### src/rtl/rename_unit_p.sv
// rename_unit_p: register-rename stage between decode and dispatch.
// Maps architectural sources to in-flight ROB tags, allocates destination
// mappings, and remembers which tags have already broadcast on the CDB so
// operands can report ready without a reservation-station wakeup.
module rename_unit_p #(
    parameter int NUM_REGS = 32,
    parameter int REG_W    = 5,
    parameter int TAG_W    = 5
) (
    input  logic             clk,
    input  logic             rst_n,
    input  logic             issue_valid,
    input  logic [REG_W-1:0] rs,
    input  logic [REG_W-1:0] rt,
    input  logic [REG_W-1:0] rd,
    input  logic             has_dest,
    input  logic             rob_alloc_valid,
    input  logic [TAG_W-1:0] rob_tag_alloc,
    output logic             stall,
    input  logic             cdb_valid,
    input  logic [TAG_W-1:0] cdb_tag,
    input  logic             commit_valid,
    input  logic [REG_W-1:0] commit_rd,
    input  logic [TAG_W-1:0] commit_tag,
    input  logic             flush,
    output logic             out_valid,
    output logic [TAG_W-1:0] rs_tag_out,
    output logic [TAG_W-1:0] rt_tag_out,
    output logic             rs_ready,
    output logic             rt_ready,
    output logic [TAG_W-1:0] dest_rob_tag_out
);

    localparam logic [TAG_W-1:0] NONE     = '1;
    localparam int               NUM_TAGS = 2 ** TAG_W;

    logic [TAG_W-1:0]    rat [NUM_REGS];
    logic [NUM_TAGS-1:0] done;

    logic             accept;
    logic [TAG_W-1:0] rs_map, rt_map, commit_map;
    logic             commit_hit;
    logic             rs_ready_nxt, rt_ready_nxt;
    logic [TAG_W-1:0] rs_tag_nxt, rt_tag_nxt;

    // Source resolution against pre-update state: returns {ready, tag}.
    function automatic logic [TAG_W:0] lookup(
        input logic [REG_W-1:0] src,
        input logic [TAG_W-1:0] mapped,
        input logic             done_bit,
        input logic             c_valid,
        input logic [REG_W-1:0] c_rd,
        input logic [TAG_W-1:0] c_tag,
        input logic             b_valid,
        input logic [TAG_W-1:0] b_tag
    );
        if (src == '0 || mapped == NONE)
            return {1'b1, NONE};
        // Producer retires this cycle: value is in the regfile by the time we read it.
        if (c_valid && c_rd == src && c_tag == mapped)
            return {1'b1, NONE};
        return {done_bit | (b_valid && b_tag == mapped), mapped};
    endfunction

    assign stall  = issue_valid & has_dest & ~rob_alloc_valid;
    assign accept = issue_valid & ~flush & ~stall;

    // Current mappings; indices beyond NUM_REGS read as "no producer".
    always_comb begin
        // NOTE: every always_comb output gets a default first so no path can infer a latch.
        rs_map     = NONE;
        rt_map     = NONE;
        commit_map = NONE;
        if (int'(rs) < NUM_REGS)        rs_map     = rat[rs];
        if (int'(rt) < NUM_REGS)        rt_map     = rat[rt];
        if (int'(commit_rd) < NUM_REGS) commit_map = rat[commit_rd];
        commit_hit = commit_valid && commit_rd != '0 && commit_map == commit_tag;
        {rs_ready_nxt, rs_tag_nxt} = lookup(rs, rs_map, done[rs_map], commit_valid,
                                            commit_rd, commit_tag, cdb_valid, cdb_tag);
        {rt_ready_nxt, rt_tag_nxt} = lookup(rt, rt_map, done[rt_map], commit_valid,
                                            commit_rd, commit_tag, cdb_valid, cdb_tag);
    end

    // RAT and completion bits; later assignments encode priority (alloc > commit, alloc > CDB).
    always_ff @(posedge clk or negedge rst_n) begin
        if (!rst_n) begin
            // NOTE: the RAT is reset entry by entry because "no producer" must hold from the first cycle.
            for (int i = 0; i < NUM_REGS; i++) rat[i] <= NONE;
            done <= '0;
        end else if (flush) begin
            for (int i = 0; i < NUM_REGS; i++) rat[i] <= NONE;
            done <= '0;
        end else begin
            // NOTE: non-blocking assignments here, so the last write in program order wins at the edge.
            if (cdb_valid)
                done[cdb_tag] <= 1'b1;
            if (commit_hit)
                rat[commit_rd] <= NONE;
            if (accept && has_dest && rd != '0) begin
                rat[rd]              <= rob_tag_alloc;
                done[rob_tag_alloc]  <= 1'b0;
            end
        end
    end

    // Registered rename result; fields hold their value while out_valid is low.
    always_ff @(posedge clk or negedge rst_n) begin
        if (!rst_n) begin
            out_valid        <= 1'b0;
            rs_tag_out       <= NONE;
            rt_tag_out       <= NONE;
            rs_ready         <= 1'b1;
            rt_ready         <= 1'b1;
            dest_rob_tag_out <= NONE;
        end else begin
            out_valid <= accept;
            if (accept) begin
                rs_tag_out       <= rs_tag_nxt;
                rt_tag_out       <= rt_tag_nxt;
                rs_ready         <= rs_ready_nxt;
                rt_ready         <= rt_ready_nxt;
                dest_rob_tag_out <= has_dest ? rob_tag_alloc : NONE;
            end
        end
    end

endmodule

### config.mk
export PLATFORM = sky130hd
export DESIGN_NAME = rename_unit_p
export DESIGN_NICKNAME = d
export VERILOG_FILES = /design/src/rtl/rename_unit_p.sv
export SDC_FILE = /design/constraint.sdc
export NUM_CORES = 1
export LEC_CHECK = 0
export CORE_ASPECT_RATIO = 1.5
export CORE_MARGIN = 4
export CORE_UTILIZATION = 45
export CTS_CLUSTER_SIZE = 24
export DETAILED_ROUTE_END_ITERATION = 8
export PLACE_DENSITY = 0.61
export SKIP_CTS_REPAIR_TIMING = 1
export SYNTH_ARGS = -nofsm -noshare
export SYNTH_HDL_FRONTEND = slang
export SYNTH_SLANG_ARGS = --single-unit
### constraint.sdc
create_clock -name clk -period 7.08 [get_ports clk]
set_input_delay 1.062 -clock clk [delete_from_list [all_inputs] [get_ports clk]]
set_output_delay 1.062 -clock clk [all_outputs]
set_load 0.1 [all_outputs]
======== Word-level counts from Yosys, hierarchy flattened ========
Index checks and enable logic that the tools add are counted.
operators by class
  $lt $le $gt $ge ......................... 12
  equal/unequal tests ..................... 9
  muxes and demuxes ....................... 45
  bitwise gates (word level) .............. 17
  reduce and logical (&&, ||, !) cells .... 20
operators with widths
  operator              count
  $mux W160             4
  $bwmux W160           1
  $or A160 B160 Y160    1
  $mux W32              4
  $bmux W5 S5           3
  $demux W5 S5          2
  $mux W6               8
  $mux W5               9
  $eq A5 B5 Y1          7
  $and A32 B32 Y32      1
  $not A32 Y32          1
  $or A32 B32 Y32       1
  $ge A6 B6 Y1 const B  4
  $lt A5 B6 Y1 const B  4
  $not A5 Y6            4
  $logic_and A1 B1 Y1   14
  $lt A6 B1 Y1 const B  2
  $bmux W1 S5           2
  $demux W1 S5          2
  $eq A5 B5 Y1 const B  2
  $ge A5 B1 Y1 const B  2
  $logic_not A5 Y1      2
  $mux W1               10
  $reduce_bool A5 Y1    2
  other kinds (4)       11
word-level totals
  register bits after elaboration ......... 210
  bits of input ports ..................... 43
  output and inout port bits .............. 19
  word-level logic and storage cells ...... 142

======== Logic depth before layout (Yosys ltp) ========
Gate-level depths: netlist (run 1).
  depth in word-level cells ............... 11
  gate-level depth with buffers ........... 14

======== Worst setup path after synthesis (run 1) ========
No wires, ideal clock.
  path type ............................... input-to-reg
  start ................................... input port commit_rd[1]
  end ..................................... register rat[10] (netlist bit)
  data arrival time ....................... 3.707 ns
  setup slack ............................. 3.312 ns
  stages on the path ...................... 11
  path through ............................ clkbuf_1 clkbuf_1 mux4_2 a22oi_1 nand4_1 xor2_1 nor4_4 nand4_4 o21ai_2 o22ai_1 nand2b_1
on the way
  longest elaborated chain between the ends .. 11
  elaborated cells between the ends (all ways) .. 19
ends and longest elaborated chain
  element                                                                      RTL line  RTL
  from (decl)                                                                  23        input logic [REG_W-1:0] commit_rd,
  $not A5 Y6 (implied by the code)                                             76, 98
  $bmux W5 S5, or another cell as far along                                    76        if (int'(commit_rd) < NUM_REGS) commit_map = rat[commit_rd];
  $mux W5 (implied by the code) / $logic_and A1 B1 Y1 (equally long branches)  76, 98
  $mux W5, on equally long branches                                            76, 98
  $eq A5 B5 Y1 / $demux W5 S5 (equally long branches)                          77, 98
  $logic_and A1 B1 Y1 / $or A160 B160 Y160 (equally long branches)             -
  $mux W160 (*)                                                                97        if (commit_hit)
  $mux W160 (*)                                                                90        end else if (flush) begin
  $bwmux W160                                                                  100       rat[rd] <= rob_tag_alloc;
  $mux W160 (*)                                                                99        if (accept && has_dest && rd != '0) begin
  $mux W160 (*)                                                                90
  to (signal, indexed assignment)                                              100
  to (decl)                                                                    37        logic [TAG_W-1:0] rat [NUM_REGS];
Every way passes the cells marked *; elsewhere a longest branch is shown, timed or not. The select of a mux whose other input is x is not followed.
A chain may end at the register's enable or synchronous reset.

======== Worst setup path after layout (run 1) ========
  start ................................... input port rt[0]
  end ..................................... register rt_ready
on the way
  longest elaborated chain between the ends .. 10
  elaborated cells between the ends (all ways) .. 22
ends and longest elaborated chain
  element                                                             RTL line  RTL
  from (decl)                                                         14        input logic [REG_W-1:0] rt,
  parallel branches: the longest is 9 deep, another holds $not A5 Y6  -
  $mux W6 (*)                                                         60        if (c_valid && c_rd == src && c_tag == mapped)
  to (signal assigned)                                                121       rt_ready <= rt_ready_nxt;
  to (decl)                                                           30        output logic rt_ready,
Mark *: on every way between the ends. The select of a mux whose other input is x is not followed.

==> run metrics, run 1 <==
outcome finished, final reports clean; gpl congestion 1.032; final wirelength 57000 um; post-synthesis compound-gate area fraction 17.06%; initial antenna violation count 0; first-pass GRT wire length 84390 um; CP startpoint kind input pin; Ant. Diodes 0; Initial Utilization 45.83%; detailed-route via count between 10k and 15k; min-delay src dest_rob_tag_out[2]; Critical Path, Cell by Cell clkdlybuf4s50_1 > nor2b_1 > a22oi_1 > nand3_1 > o31ai_1 > nor2_2 > mux2_2 > o32ai_1 > o41ai_1 > a22oi_1; largest net degree at the start of global routing 126; Leakage 5.955 nW; critical path's top delay family simple AND/OR/NAND/NOR gates; RSZ-0062 raised after global routing false; Fmax 0.2018 GHz; post-synthesis mux area share between 20% and 30%; die area 0.03563 mm^2; Comb power frac 17.6%; power density over the cells between 150 and 200 mW/mm^2; kind of critical path input pin to flip-flop; Syn Std Cell Area 0.01468 mm^2; sequential share of the synthesized area roughly 37%; xor/xnor share of the synthesized area 2.029%; switch share 29.80%; Num Clock Sinks 210; max-cap viol count 0; Placed Cells 1816; Yosys Warn Count 0; final cycle utilization of the critical path between 60% and 70%; slowest stage delay, CP 0.98 ns; simple-gate area share of the yosys netlist 18.22%; Setup crit start rt[0]; root buf cell clkbuf_16; synthesized instance count 1433; Port Buffer Count 61; buffer and inverter count on the worst path 1; Synthesized Nets 1476; ys flop type dfstp_2; filler cell count 2940; EDFF count, synth 0; Post-Route Skew 0.01295 ns; Initial DRC Count 1342; Worst EP arrival about 5.4 ns; Req. time, crit path between 7 and 8 ns; CTS clock-pin slew for the worst setup and hold paths 0.06 ns; Sequential Power Share 42.2%; Max IR drop VDD 156.7 uV; Crit Reg-Reg Startpoint rat[25]; Setup violations, final 0; Chip Height roughly 230 um; Adder-Cell Fraction of Synth Area 0%; share of cells above drive strength 1 26.42%; CTS tree built; Clk network pwr share 40.2%; total gr overflow 0; Num CTS Buffers 22; Cell variety after synth 68; fin cells 1856; total track usage 31.46%; post-DP HPWL 40740 um; clock tree buffer depth 3; io pins 62; via/cell ratio slightly below 7; worst-margin pin slew 1.310 ns; DRC violations left 0; Post-Route Setup TNS 0 ns; Slowest cell on crit path nor2b_1; fin nets 1473; crit-path most repeated cell a22oi_1; Avg Inst Size Synth 10.24 um^2; worst hold path class flip-flop to flip-flop; Yosys reg bits 210; Area Overhead vs Synth 10.08%; vias in the first global route between 10k and 15k; DRT Pass-1 Iters 7; routed len/inst approximately 31 um; fraction of registers with async set/reset 100.0%; core area between 0.03 and 0.04 mm^2; worst-path fanout max 18; largest family of logic cells by synthesized area multiplexers; FP Rows 80; minimum clock period 4.955 ns; H-tree depth 1; clk_lat worst skew approximately 0.53 ns; ANT nets after route 0; Psw 879.2 uW; Worst setup EP type flip-flop; Die Wd 155.5 um; fin. max-slew vios 0; Int Pwr 2.071 mW; Worst slew margin approximately 12%; final hold violations 0
## cell usage in the layout (no fill, tap or decap), types with 8 or more instances in the layout
master and count:
dfrtp_1 33, buf_4 27, mux2_2 10, xnor2_1 16, nor2b_1 12, clkdlybuf4s50_1 50
nand3_1 30, nor3b_1 11, nand2b_1 103, inv_1 12, a211oi_1 37, or2_2 8
xor2_1 18, o21ai_0 8, nor3_1 81, mux2i_1 88, a21oi_1 50, buf_2 9
and3_1 11, nor4_1 8, o21bai_1 70, mux4_1 10, and2_1 9, clkbuf_16 23
o211ai_1 8, nand4_1 11, mux4_2 82, a22oi_1 41, nor2_1 126, a31oi_1 11
o21ai_2 15, nand2_1 77, o22ai_1 85, dfstp_2 177
## power by group through the flow
stage / Combinational (mW) / Clock, mW / Sequential (mW)
3_5_place_dp: 0.513 / 0 / 1.26
5_1_grt: 0.542 / 1.26 / 1.25
3_3_place_gp: 0.510 / 0 / 1.26
2_1_floorplan: 0.253 / 0 / 1.36
4_1_cts: 0.514 / 1.21 / 1.24
6_report: 0.518 / 1.19 / 1.24
## flip-flops by register name, summed over array words and instances, names as in the netlist
| register | flops |
|---|---|
| rat | 160 |
| out_valid | 1 |
| dest_rob_tag_out | 5 |
| rt_ready | 1 |
| rs_ready | 1 |
| rt_tag_out | 5 |
| rs_tag_out | 5 |
| done | 32 |
## Yosys cell counts, drive strengths merged, types with 2 or more instances
| library cell | number | area share [%] |
|---|---|---|
| dfstp | 177 | 32 |
| nor2 | 128 | 3.3 |
| nand2b | 103 | 4.4 |
| mux4 | 92 | 14 |
| mux2i | 89 | 6.2 |
| o22ai | 85 | 3.6 |
| nor3 | 82 | 2.8 |
| nand2 | 77 | 2.0 |
| o21bai | 70 | 3.6 |
| clkbuf | 65 | 1.7 |
| a21oi | 50 | 1.7 |
| buf | 49 | 2.1 |
| a22oi | 41 | 2.1 |
| a211oi | 38 | 2.0 |
| dfrtp | 33 | 5.6 |
| nand3 | 30 | 1.0 |
| o21ai | 24 | 1.2 |
| xor2 | 18 | 1.1 |
| xnor2 | 16 | 0.95 |
| nand4 | 15 | 1.0 |
| inv | 12 | 0.31 |
| nor2b | 12 | 0.51 |
| nor3b | 12 | 0.61 |
| a31oi | 11 | 0.47 |
| and3 | 11 | 0.47 |
| mux2 | 11 | 0.84 |
| nor4 | 10 | 0.53 |
| and2 | 9 | 0.38 |
| o211ai | 9 | 0.49 |
| or2 | 8 | 0.34 |
| a22o | 6 | 0.36 |
| and3b | 5 | 0.30 |
| a311oi | 4 | 0.28 |
| o22a | 4 | 0.24 |
| nand3b | 3 | 0.15 |
| a21boi | 2 | 0.10 |
| o31a | 2 | 0.12 |
| o31ai | 2 | 0.10 |
| or3 | 2 | 0.085 |
| or3b | 2 | 0.12 |
## path summary, 6_finish.rpt
kind | slack (ns) | depth (start not counted) | endpoint
setup / recovery | 2.13 | 10 | rt_ready
hold / removal | 0.50 | 2 | dest_rob_tag_out[2]
setup reg to reg | 3.55 | 10 | rt_ready
hold reg to reg | 0.50 | 2 | dest_rob_tag_out[2]
max in group asynchronous | 5.01 | 2 | out_valid
min in group asynchronous | 0.62 | 1 | done[16]
## metrics by stage
step	setup slack [ns]	power, mW	instance area (um^2)	hold WS [ns]	utilization (%)
after floorplan	3.312	1.610	14680	0.5189	-
after global placement	1.673	1.772	15440	0.4913	48.19
after detailed placement	1.693	1.776	15440	0.4921	48.19
after CTS	2.238	2.968	16160	0.5007	50.45
after global routing	2.097	3.045	16160	0.5134	50.45
final	2.125	2.950	16160	0.4993	50.45
## area by class of cell
type,instances,area [um^2],share of cell area [%]
tap,410,513.0,3.175
inverter,12,45.04,0.2787
clock inverter,6,56.30,0.3484
clock buffer,34,666.9,4.127
timing repair buffer,87,762.0,4.715
multi-input combinational,1097,8640,53.47
sequential,210,5477,33.89
## worst reg2reg max path, stage by stage, from the launching register on
cell	delay, ns
dfstp_2	0.57
mux2i_1	0.09
a22oi_1	0.22
nand2_1	0.10
o31ai_1	0.84
nor2_2	0.34
or3_1	0.43
o22a_1	0.21
o32ai_1	0.29
o41ai_1	0.16
a22oi_1	0.21
## kinds of logic after synthesis
group,after synthesis
AOI/OAI and AO/OA,359
xor gates and xnor gates,34
buffers and inverters,126
DFF,210
muxes,192
and+or+nand+nor,512
## routing by layer
metal	track usage, %	vias to the layer above	wire (um)
met3	3.928	225	3415
li1	-	5418	-
met1	36.57	6327	20260
met5	0	-	0
met2	53.67	664	28370
met4	21.22	0	4950
Power figures use the tool's default switching activity.
==> run 2: changes to the inputs <==
Clock period 7.08 ns to 5 ns, I/O delays scaled along.
==> run 2 against run 1 <==
Compared with the run above: critical path depth stayed put; first-iteration DRC count is 26% lower; clock power is 30% higher; clock skew is 0.0036 ns higher; critical endpoint is now rat[0]; largest cell class unchanged; largest power group unchanged.
==> run metrics, run 2 (synthesized netlist as in run 1, its figures left out) <==
Leakage 6.086 nW (was 5.955 nW); Area Overhead vs Synth 11.36% (was 10.08%); final cycle utilization of the critical path 86.95%; RSZ-0062 raised after global routing false (unchanged); Post-Route Skew 0.01657 ns (was 0.01295 ns); first-pass GRT wire length 85160 um (was 84390 um); worst-margin pin slew 1.197 ns (was 1.310 ns); met3 wire length 3348 um (was 3415 um); FF-to-FF End rs_ready (was rt_ready); biggest regs rat x160, done x32 (unchanged); power density over the cells 248.6 mW/mm^2 (was 182.6 mW/mm^2); max-cap viol count 0 (unchanged); Worst slew margin 20.20% (was 12.37%); clk_lat worst skew 0.52 ns (was 0.53 ns); Num Clock Sinks 210 (unchanged); filler cell count 2993 (was 2940); total gr overflow 0 (unchanged); commonest non-fill, non-tap cells in the layout 177 x dfstp_2, 126 x nor2_1, 103 x nand2b_1, 88 x mux2i_1, 85 x o22ai_1 (unchanged); core area 0.03203 mm^2 (unchanged); Int Pwr 2.849 mW (was 2.071 mW); final wirelength 57690 um (was 57000 um); DRT met1 WL 20540 um (was 20260 um); total length of routed met2 wires 28750 um (was 28370 um); CTS clock-pin slew for the worst setup and hold paths 0.07 ns (was 0.06 ns); Setup violations, final 0 (unchanged); Comb power frac 18.5% (was 17.6%); vias in the first global route 12.86k (was 12.78k); CP startpoint kind input pin (unchanged); Worst EP arrival 4.79 ns (was 5.40 ns); Sequential Power Share 43.4% (was 42.2%); minimum clock period 4.347 ns; R2R depth 9 (was 10); via/cell ratio 6.756 (was 6.807); total track usage 31.86% (was 31.46%); DR top layer met4 (unchanged); Post-Route Setup TNS 0 ns (unchanged); max FFs per register 160 (unchanged); routed len/inst 30.60 um (was 30.71 um); Final Cell Area 0.01635 mm^2 (was 0.01616 mm^2); Initial DRC Count 996 (was 1342); switch share 29.91% (was 29.80%); detailed-route via count 12.74k (was 12.63k); fin cells 1885 (was 1856); die area 0.03563 mm^2 (unchanged); worst-path fanout max 16 (was 18); clock tree buffer depth 3 (unchanged); io pins 62 (unchanged); H-tree depth 1 (unchanged); root buf cell clkbuf_16 (unchanged); post-DP HPWL 42290 um (was 40740 um); Ant. Diodes 0 (unchanged); Worst setup EP type flip-flop (unchanged); DRT Pass-1 Iters 5 (was 7); R2R Setup Slk 1.50 ns (was 3.55 ns); Req. time, crit path 5.44 ns (was 7.52 ns); Clk network pwr share 38.1% (was 40.2%); gpl congestion 1.032 (about the same); Chip Height 229.2 um (unchanged); initial antenna violation count 0 (unchanged); Die Wd 155.5 um (unchanged); Initial Utilization 45.83% (unchanged); FP Rows 80 (unchanged); Reg with most FFs rat (unchanged); outcome finished, final reports clean (unchanged); Placement Cell Area 0.01570 mm^2 (was 0.01544 mm^2); share of cells above drive strength 1 27.86% (was 26.42%); largest net degree at the start of global routing 110 (was 126); fin. max-slew vios 0 (unchanged); Port Buffer Count 61 (unchanged); Placed Cells 1849 (was 1816); kind of critical path input pin to flip-flop (unchanged); worst hold path class input pin to asynchronous set/reset pin (was flip-flop to flip-flop); Psw 1.216 mW (was 879.2 uW); Max IR drop VDD 195.9 uV (was 156.7 uV); DRC violations left 0 (unchanged); Crit Reg-Reg Startpoint rat[21] (was rat[25]); Num CTS Buffers 21 (was 22); fin nets 1505 (was 1473); CTS tree built (unchanged); Fmax 0.2300 GHz; ANT nets after route 0 (unchanged); final hold violations 0 (unchanged); most common cell after layout, fill and taps aside dfstp_2 (unchanged)
run 2: changes by cell type in the layout (fill, tap and decap cells not counted), moves of 2 or more:
cell	change
clkbuf_16	-2
buf_4	+32
clkbuf_8	-2
buf_12	+2
run 2: worst max-delay path, cell delays in order:
cell and delay, ns:
clkdlybuf4s50_1 0.94, nor3b_1 0.77, a22oi_1 0.27, nand4_1 0.18, xor2_1 0.11, nor4_4 0.60, nand4_4 0.40, nor2_1 0.51
nor3_1 0.09, o21bai_1 0.15
run 2: how the worst max path moves through the flow:
stage | startpoint | to | slack, ns | cells past startpoint
after global placement | commit_rd[4] | rat[145] | 0.28 | 10
after detailed placement | commit_rd[4] | rat[0] | 0.25 | 10
final | commit_rd[4] | rat[0] | 0.65 | 10
after floorplan | commit_rd[1] | rat[10] | 1.54 | 11
after global routing | commit_rd[4] | rat[49] | 0.57 | 10
after CTS | commit_rd[4] | rat[0] | 0.79 | 10
run 2: final cells by class:
class / count / area (um^2) / share of cell area (%)
clock buffer: 30 / 589.3 / 3.605
multi-input combinational: 1097 / 8633 / 52.81
inverter: 12 / 45.04 / 0.2755
clock inverter: 6 / 57.56 / 0.3521
sequential: 210 / 5477 / 33.50
timing repair buffer: 120 / 1032 / 6.315
tap: 410 / 513.0 / 3.138
run 2: per-layer routing:
layer  global-route usage, %  vias up
li1                        -     5479
met1                   37.22     6445
met2                   54.30      615
met3                   3.399      196
met4                   22.06        0
met5                       0        -
run 2: per-stage QoR:
stage	setup slack (ns)	power (mW)	utilization [%]	hold WS, ns
after floorplan	1.544	2.279	-	0.4544
after CTS	0.7873	4.090	51.04	0.2705
after detailed placement	0.2508	2.535	49.02	0.4938
after global placement	0.2825	2.529	49.02	0.4944
after global routing	0.5723	4.191	51.04	0.2817
final	0.6525	4.064	51.04	0.2277
run 2: power by group through the flow:
stage                     combinational [mW]  sequential (mW)  clock (mW)
final                                  0.752             1.76        1.55
after detailed placement               0.747             1.79           0
after floorplan                        0.359             1.92           0
after global routing                   0.788             1.76        1.64
after CTS                              0.748             1.76        1.58
after global placement                 0.742             1.79           0
==> run 3: changes to the inputs <==
Settings changed: CAP_MARGIN set to 5, RECOVER_POWER set to 25.
==> run 3 against run 2 <==
Compared with the run above: combinational power about the same; non-clock buffer count did not move; core utilization about the same; the flow now finishes with violations (capacitance limit, slew limit).
==> run metrics, run 3 (synthesized netlist as in run 1, its figures left out) <==
Worst slew margin -156.9% (was 20.20%); failing checks capacitance limit, slew limit; max FFs per register 160 (unchanged); Reg with most FFs rat (unchanged); FP Rows 80 (unchanged); Area Overhead vs Synth 11.29% (was 11.36%); H-tree depth 1 (unchanged); power density over the cells 248.9 mW/mm^2 (was 248.6 mW/mm^2); DRC violations left 0 (unchanged); fin. max-slew vios 164 (was 0); routed len/inst 30.61 um (was 30.60 um); final hold violations 0 (unchanged); first-pass GRT wire length 85160 um (unchanged); RSZ-0062 raised after global routing false (unchanged); Worst EP arrival 4.79 ns (about the same); core area 0.03203 mm^2 (unchanged); CTS tree built (unchanged); final wirelength 57710 um (was 57690 um); vias in the first global route 12.86k (unchanged); Post-Route Skew 0.01620 ns (was 0.01657 ns); fin nets 1505 (unchanged); Num Clock Sinks 210 (unchanged); CTS clock-pin slew for the worst setup and hold paths 0.06 ns (was 0.07 ns); Die Wd 155.5 um (unchanged); kind of critical path input pin to flip-flop (unchanged); Max IR drop VDD 196.0 uV (was 195.9 uV); Initial Utilization 45.83% (unchanged); ANT nets after route 0 (unchanged); total gr overflow 0 (unchanged); detailed-route via count 12.73k (was 12.74k); worst hold path class flip-flop to flip-flop (was input pin to asynchronous set/reset pin); clock tree buffer depth 3 (unchanged); Worst setup EP type flip-flop (unchanged); Port Buffer Count 61 (unchanged); clk_lat worst skew 0.52 ns (about the same); initial antenna violation count 0 (unchanged); CP startpoint kind input pin (unchanged); minimum clock period 4.348 ns (was 4.347 ns); biggest regs rat x160, done x32 (unchanged); Initial DRC Count 996 (unchanged); final core utilization 51.00% (was 51.04%); via/cell ratio 6.755 (was 6.756); overall power 4.067 mW (was 4.064 mW); fin cells 1885 (unchanged); most common cell after layout, fill and taps aside dfstp_2 (unchanged); worst-margin pin slew 3.854 ns (was 1.197 ns); die area 0.03563 mm^2 (unchanged); filler cell count 2997 (was 2993); largest net degree at the start of global routing 110 (unchanged); Chip Height 229.2 um (unchanged); total track usage 31.86% (unchanged); gpl congestion 1.032 (unchanged); post-DP HPWL 42290 um (unchanged); Setup violations, final 0 (unchanged); io pins 62 (unchanged); share of cells above drive strength 1 27.73% (was 27.86%); Ant. Diodes 0 (unchanged); max-cap viol count 2 (was 0); final cycle utilization of the critical path 86.96% (was 86.95%); Placed Cells 1849 (unchanged); outcome finished, violations left (was finished, final reports clean); Leakage 6.078 nW (was 6.086 nW); root buf cell clkbuf_16 (unchanged); worst-path fanout max 16 (unchanged); Fmax 0.2300 GHz (about the same); Num CTS Buffers 21 (unchanged); Post-Route Setup TNS 0 ns (unchanged); Req. time, crit path 5.44 ns (about the same); DRT Pass-1 Iters 5 (unchanged); commonest non-fill, non-tap cells in the layout 177 x dfstp_2, 126 x nor2_1, 103 x nand2b_1, 88 x mux2i_1, 85 x o22ai_1 (unchanged)
-- run 3: layer usage --
metal	part of all wire [%]	vias to the layer above	GRT usage, %
li1	-	5479	-
met1	36	6437	37.22
met3	5.8	197	3.399
met5	0	-	0
met2	50	621	54.30
met4	8.7	0	22.06
-- run 3: power breakdown --
group | internal, mW | total, mW | switching, mW | leakage [nW]
Clock | 0.870 | 1.55 | 0.682 | 0.317
Sequential | 1.74 | 1.76 | 0.0178 | 2.32
Combinational | 0.235 | 0.753 | 0.518 | 3.44
Total | 2.85 | 4.07 | 1.22 | 6.08
-- run 3: path summary, 6_finish.rpt --
kind,slack [ns],cells after the start,start,to
setup / recovery,0.65,10,commit_rd[4],rat[0]
hold / removal,0.50,2,dest_rob_tag_out[0],dest_rob_tag_out[0]
setup reg to reg,1.50,9,rat[21],rs_ready
hold reg to reg,0.50,2,dest_rob_tag_out[0],dest_rob_tag_out[0]
max in group asynchronous,0.98,2,rst_n,done[18]
min in group asynchronous,1.74,1,rst_n,done[5]
-- run 3: worst max-delay path, stage by stage --
cell	delay (ns)
clkdlybuf4s50_1	0.94
nor3b_1	0.77
a22oi_1	0.27
nand4_1	0.18
xor2_1	0.11
nor4_4	0.60
nand4_4	0.40
nor2_1	0.51
nor3_1	0.09
o21bai_1	0.15
-- run 3: layout make-up --
class | count | area [um^2] | share of cell area [%]
clock buffer | 30 | 589.3 | 3.607
clock inverter | 6 | 57.56 | 0.3523
inverter | 12 | 45.04 | 0.2757
multi-input combinational | 1097 | 8633 | 52.85
sequential | 210 | 5477 | 33.52
tap | 410 | 513.0 | 3.140
timing repair buffer | 120 | 1022 | 6.257
-- run 3: metrics by stage --
step / hold WS, ns / cell area (um^2) / setup WS (ns)
after detailed placement: 0.4938 / 15700 / 0.2508
after CTS: 0.2705 / 16350 / 0.7873
final: 0.5027 / 16340 / 0.6522
after global placement: 0.4944 / 15700 / 0.2825
after floorplan: 0.4544 / 14680 / 1.544
after global routing: 0.5211 / 16340 / 0.3787
